<file path="src/rtl/load_store_unit.sv">
// Single-request load/store unit: 32-bit address generation, alignment check, lane handling and extension.
// Latency: accept -> ACCESS -> RESP (2 cycles). Only one request in flight; req_ready low until the response is consumed.
module load_store_unit (
    input  logic        clock,
    input  logic        reset_n,
    input  logic        req_valid,
    output logic        req_ready,
    input  logic        req_is_store,
    input  logic [2:0]  req_funct3,
    input  logic [31:0] req_base,
    input  logic [31:0] req_offset,
    input  logic [31:0] req_store_data,
    output logic        resp_valid,
    input  logic        resp_ready,
    output logic [31:0] resp_load_data,
    output logic        resp_error,
    output logic [31:0] address,
    output logic [31:0] mem_write_data,
    output logic [3:0]  mem_write_enable,
    output logic        store_enable,
    input  logic [31:0] mem_read_data
);

    typedef enum logic [1:0] {IDLE, ACCESS, RESP} state_t;

    state_t      state_q, state_d;
    logic [31:0] address_q, address_d;
    logic [31:0] wdata_q, wdata_d;
    logic        is_store_q, is_store_d;
    logic [2:0]  funct3_q, funct3_d;
    logic        err_q, err_d;
    logic [31:0] resp_data_q, resp_data_d;
    logic        resp_err_q, resp_err_d;

    logic [31:0] eff_addr;
    logic        req_err;
    logic [7:0]  byte_lane;
    logic [15:0] half_lane;
    logic [31:0] load_ext;
    logic [3:0]  lane_mask;

    always_comb begin
        eff_addr = req_base + req_offset;
        case (req_funct3)
            3'd0:    req_err = 1'b0;
            3'd1:    req_err = eff_addr[0];
            3'd2:    req_err = (eff_addr[1:0] != 2'b00);
            3'd4:    req_err = req_is_store;
            3'd5:    req_err = req_is_store | eff_addr[0];
            default: req_err = 1'b1;
        endcase
    end

    always_comb begin
        byte_lane = mem_read_data[{address_q[1:0], 3'b000} +: 8];
        half_lane = address_q[1] ? mem_read_data[31:16] : mem_read_data[15:0];
        case (funct3_q)
            3'd0:    load_ext = {{24{byte_lane[7]}}, byte_lane};
            3'd1:    load_ext = {{16{half_lane[15]}}, half_lane};
            3'd2:    load_ext = mem_read_data;
            3'd4:    load_ext = {24'd0, byte_lane};
            3'd5:    load_ext = {16'd0, half_lane};
            default: load_ext = 32'd0;
        endcase
    end

    // Gating with reset_n keeps a reset landing in ACCESS from committing the write.
    always_comb begin
        case (funct3_q)
            3'd0:    lane_mask = 4'b0001 << address_q[1:0];
            3'd1:    lane_mask = 4'b0011 << address_q[1:0];
            3'd2:    lane_mask = 4'b1111;
            default: lane_mask = 4'b0000;
        endcase
        store_enable     = reset_n & (state_q == ACCESS) & is_store_q & ~err_q;
        mem_write_enable = store_enable ? lane_mask : 4'b0000;
    end

    always_comb begin
        state_d     = state_q;
        address_d   = address_q;
        wdata_d     = wdata_q;
        is_store_d  = is_store_q;
        funct3_d    = funct3_q;
        err_d       = err_q;
        resp_data_d = resp_data_q;
        resp_err_d  = resp_err_q;
        case (state_q)
            IDLE: begin
                if (req_valid) begin
                    state_d    = ACCESS;
                    address_d  = eff_addr;
                    is_store_d = req_is_store;
                    funct3_d   = req_funct3;
                    err_d      = req_err;
                    case (req_funct3[1:0])
                        2'd0:    wdata_d = {4{req_store_data[7:0]}};
                        2'd1:    wdata_d = {2{req_store_data[15:0]}};
                        default: wdata_d = req_store_data;
                    endcase
                end
            end
            ACCESS: begin
                state_d     = RESP;
                resp_err_d  = err_q;
                resp_data_d = (err_q | is_store_q) ? 32'd0 : load_ext;
            end
            RESP: begin
                if (resp_ready) state_d = IDLE;
            end
            default: state_d = IDLE;
        endcase
    end

    always_ff @(posedge clock) begin
        if (!reset_n) begin
            state_q     <= IDLE;
            address_q   <= 32'd0;
            wdata_q     <= 32'd0;
            is_store_q  <= 1'b0;
            funct3_q    <= 3'd0;
            err_q       <= 1'b0;
            resp_data_q <= 32'd0;
            resp_err_q  <= 1'b0;
        end else begin
            state_q     <= state_d;
            address_q   <= address_d;
            wdata_q     <= wdata_d;
            is_store_q  <= is_store_d;
            funct3_q    <= funct3_d;
            err_q       <= err_d;
            resp_data_q <= resp_data_d;
            resp_err_q  <= resp_err_d;
        end
    end

    assign req_ready      = (state_q == IDLE);
    assign resp_valid     = (state_q == RESP);
    assign resp_load_data = resp_data_q;
    assign resp_error     = resp_err_q;
    assign address        = address_q;
    assign mem_write_data = wdata_q;

endmodule

</file>
<file path="config.mk">
export PLATFORM = sky130hd
export DESIGN_NAME = load_store_unit
export DESIGN_NICKNAME = d
export VERILOG_FILES = /design/src/rtl/load_store_unit.sv
export SDC_FILE = /design/constraint.sdc
export NUM_CORES = 1
export LEC_CHECK = 0
export ABC_AREA = 1
export CAP_MARGIN = 10
export CELL_PAD_IN_SITES_DETAIL_PLACEMENT = 1
export CELL_PAD_IN_SITES_GLOBAL_PLACEMENT = 2
export CORE_UTILIZATION = 35
export CTS_CLUSTER_DIAMETER = 150
export DETAILED_ROUTE_END_ITERATION = 6
export DONT_BUFFER_PORTS = 1
export PLACE_DENSITY_LB_ADDON = 0.1
export SYNTH_ARGS = -nofsm -noshare
export SYNTH_HDL_FRONTEND = slang
export SYNTH_SLANG_ARGS = --single-unit
export TNS_END_PERCENT = 1
</file>
<file path="constraint.sdc">
create_clock -name clock -period 3.2 [get_ports clock]
set_input_delay 0.48 -clock clock [delete_from_list [all_inputs] [get_ports clock]]
set_output_delay 0.48 -clock clock [all_outputs]
set_load 0.03 [all_outputs]
</file>
# [Yosys cells after proc, flatten, opt, wreduce, memory -nomap -nowiden]
# Index checks and enable logic that the tools add are counted.
[totals] rom_bits=0 elab_cells=48 ff_bits=104 latch_bits=0 mem_count=0 out_inout_bits=104 ramBits=0
[op_classes] n_div=0 add_sub_neg=1 bitwise_logic=6 order_cmp=0 muxes=10 reduce_logical=7 n_eq_ne=13 mul=0 n_shift=3
[ops] op="case mux 32 bit (5 select lines)" n=1
[ops] op="case mux 32 bit (2 select lines)" n=1
[ops] op="adder 32 bit" n=1
[ops] op="2-to-1 mux 32 bit" n=1
[ops] op="indexed part select 32 x 6 -> 8 bit" n=1
[ops] op="2-to-1 mux 16 bit" n=1
[ops] op="== test 3 bit (second input constant)" n=4
[ops] op="case mux 4 bit (3 select lines)" n=1
[ops] op="== test 3 x 1 -> 1 bit (second input constant)" n=2
[ops] op="== test 3 x 2 -> 1 bit (second input constant)" n=2
[ops] op="logical NOT 3 bit" n=2
[ops] op="case mux 2 bit (3 select lines)" n=1
[ops] op="case mux 1 bit (5 select lines)" n=1
[ops] op="== test 2 x 1 -> 1 bit (second input constant)" n=2
[ops] op="logical NOT 2 bit" n=2
[ops] op="2-to-1 mux 2 bit" n=2
[ops] op="2-to-1 mux 4 bit" n=1
[ops] op="AND reduction 2 bit" n=2
[ops] op="left shift 1 x 2 -> 4 bit (first input constant)" n=1
[ops] op="left shift 2 x 2 -> 4 bit (first input constant)" n=1
[ops] op="AND 1 bit" n=3
[ops] op="== test 2 bit (second input constant)" n=1
[ops] op="inequality test 2 x 1 -> 1 bit (second input constant)" n=1
[ops] op="inequality test 2 bit (second input constant)" n=1
[ops] op="3 further kinds" n=4

# [Longest topological paths before layout]
[logic_depth] ltp_word=5 ltp_mapped=13

# [Worst setup path after synthesis]
# OpenSTA, ideal clock, no wires.
[synth_path] kind="input-to-output" start="input reset_n" end="output mem_write_enable[0]" path_slack_ns=0.783 path_buffers=1 arrival_ns=1.937 path_stages=5 path_cell_list="clkbuf_1 nand2_1 nor2_1 inv_1 a21oi_1"
[synth_via] elab_chain_cells=4
[synth_rtl] element="start: declaration" line="5" rtl="input logic reset_n,"
[synth_rtl] element="AND 1 bit (3 in series)" line="75" rtl="store_enable = reset_n & (state_q == ACCESS) & is_store_q & ~err_q;"
[synth_rtl] element="via store_enable" line="20" rtl="output logic store_enable,"
[synth_rtl] element="2-to-1 mux 4 bit" line="76" rtl="mem_write_enable = store_enable ? lane_mask : 4'b0000;"
[synth_rtl] element="end: declaration" line="19" rtl="output logic [3:0] mem_write_enable,"
# The timed path passes the listed nets, and every way through them passes these cells.

# [Worst setup path after layout]
[layout_path] start="register state_q[0]" end="output mem_write_enable[2]"
[layout_via] elab_chain_cells=5
[layout_rtl] element="start: declaration" line="26" rtl="state_t state_q, state_d;"
[layout_rtl] element="start signal: assignment" line="126" rtl="state_q <= state_d;"
[layout_rtl] element="== test 2 x 1 -> 1 bit" line="75"
[layout_rtl] element="AND 1 bit (3 in series)" line="75"
[layout_rtl] element="2-to-1 mux 4 bit" line="76"
# No other way between the ends.

==> metrics.txt <==
Max-slew headroom between 40% and 50%; pin count of the biggest net entering global routing 60; Synth Warn # 0; Fin. Hold Viols 0; first-pass GRT wire length ~37 mm; fin crit share between 80% and 90%; routed vias/inst between 5 and 6; Final ANT Viol Nets 0; Min-Delay Path Class input pin to flip-flop; number of flops mapped to enable cells by yosys 0; CTS tree yes; crit-path leading delay family buffers and inverters; vias in the first global route around 7000; Max Cap Viol 0; Clock Sinks around 100; Sum Neg Setup Slack 0 ns; insertion delay to the later sink of the worst-skew pair ~0.36 ns; via count slightly above 7000; syn_area_per_cell 6.15 µm²; Max Fclk 0.384 GHz; worst path arrival time approximately 2.1 ns; flops & latches, synth roughly 100; chip height 145 µm; Total GRT Usage 22.7%; most frequent cells in the layout nand2_1, inv_1, nor2_1; Post-synth ARST share 0%; top post-synthesis cells by area dfxtp_1, nand2_1, inv_1; WP buf/inv 6; syn nets approximately 1300; TritonCTS Buffers 9; clock skew 0.0106 ns; Starting Density a little over a third; Cell Rows just over 50; Cells after DPL about 1400; CP Class flip-flop to output port; Clock Pin Slew Worst Setup and Hold Paths 0.08 ns; area share of the largest cell type after synthesis 29.2%; drt drc 0; GRT overflow 0; Worst VDD drop about 0.26 mV; Least-Margin Pin Slew just under 0.8 ns; Top Ports 240; Power, Total 3.72 mW; crit-path max cell delay ~0.35 ns; pwr dens slightly below 500 nW/µm²; most common cell after layout, fill and taps aside nand2_1; # port buffers 0; hold buffer count at cts 0; DRT Pass-1 Iters 4; H-tree levels 3; DRT iter0 DRCs 275; Final Max Tran Viols 0; ys flop type dfxtp_1; Max Buffers Root-to-Sink 2; DRT Wirelength between 20 and 25 mm; RD Place Congestion approximately 0.8; crit path cell chain inv_1, nor2_1, inv_2, nor2_1, inv_1, nor2_1, buf_4, inv_1, a21oi_1, buf_4; Seq/Total Area, Yosys ~29%; Cell Area, Synth between 7000 and 8000 µm²; Critical Path Fanout Max 34; Yosys top cell by area dfxtp_1; Post-DP HPWL approximately 19 mm; unrepaired setup endpoints after global routing no; diodes inserted 0; die area ~21000 µm²; # Post-CTS Setup Buffers 0; area growth from synthesis to layout 6.05%; crit path launch type flip-flop; post-synth cell types 45; initial antenna violation count 0; cell count after synthesis 1158; Static Leakage ~3.8 nW; clk root buf clkbuf_16; min Tclk post-route 2.60 ns; worst endpoint required time between 2 and 3 ns; Reg2Reg Setup Slack approximately 1.1 ns; final-report setup violation count 0; share of layout cells above drive strength 1 under 10%; Core Footprint a little under 20000 µm²; drt wl/cell 16.9 µm; Worst Setup End Kind output port; nets approximately 1300; CP max-delay cell dfxtp_1; outcome finished, final reports clean; Non-Filler Instances ~1400; post-cts sizing count 0; die width ~140 µm
## stage by stage
stage / util (%) / worst slack [ns] / hold WS [ns] / cell area, µm²
floorplan: - / 0.783 / 0.470 / 7120
global placement: 36.8 / 0.955 / 0.513 / 7260
detailed placement: 36.8 / 0.918 / 0.537 / 7260
CTS: 38.3 / 0.544 / 0.239 / 7550
global route: 38.3 / 0.412 / 0.245 / 7550
finish: 38.3 / 0.597 / 0.254 / 7550
## final timing paths
| kind | cells past startpoint | end | from |
|---|---|---|---|
| setup / recovery | 10 | mem_write_enable[2] | state_q[0] |
| hold / removal | 2 | mem_write_data[14] | req_store_data[14] |
| setup reg to reg | 7 | address[21] | state_q[1] |
| hold reg to reg | 2 | resp_error | err_q |
## where the power goes
group	switching (mW)	total (mW)	internal (mW)
sequential	0.283	1.68	1.40
combinational	0.608	0.910	0.302
clock	0.574	1.12	0.548
total	1.47	3.72	2.25
## Yosys cell counts (2+ instances only)
master,number
a21oi_2,10
nor2_4,2
o21ai_1,4
nor3_1,3
o311ai_0,5
a211oi_1,4
o21ai_0,66
o21bai_1,3
clkinv_1,3
nor2_1,130
o211ai_1,11
buf_2,2
inv_1,161
nand3_1,46
nand2_2,11
o22ai_1,3
nand2_1,369
inv_2,3
nand4_1,4
a31oi_1,7
dfxtp_1,104
ha_1,31
buf_1,2
buf_6,5
clkbuf_1,27
nand3_2,10
clkbuf_8,3
nand3b_1,2
xor2_1,8
o221ai_1,3
buf_12,2
a21oi_1,96
xnor2_1,6
## flip-flops by register name (all words and copies together), names as in the netlist
signal and count:
address 32, state_q 2, resp_load_data 32, resp_error 1, is_store_q 1, err_q 1
mem_write_data 32, funct3_q 3
## kinds of logic after synthesis
logic type	Yosys count	synth area share, %
flops	104	29.2
xor+xnor	14	1.72
compound gates	214	16.9
mux	1	0.141
buf+inv	213	13.0
fa+ha+maj	32	5.73
simple gates	580	33.3
## worst reg2reg max path: stages (launching register included)
cell,delay [ns]
dfxtp_1,0.33
nor2_1,0.49
nand2_1,0.20
inv_2,0.10
buf_4,0.51
nand3_1,0.25
nand2_1,0.11
inv_1,0.04
## per-layer routing
layer	track usage [%]	vias up	routed length, µm
met2	37.7	173	10800
met4	4.76	0	252
met3	7.55	15	1930
met1	28.4	3263	10800
met5	0	-	0
li1	-	3610	-
## final cells by class
cell class | count | area [µm²]
timing repair buffer | 12 | 103
fill | 2667 | 12200
clock inverter | 7 | 63.8
clock buffer | 9 | 225
multi-input combinational | 841 | 4110
inverter | 168 | 633
sequential | 104 | 2080
tap | 265 | 332
Power figures use the tool's default switching activity.
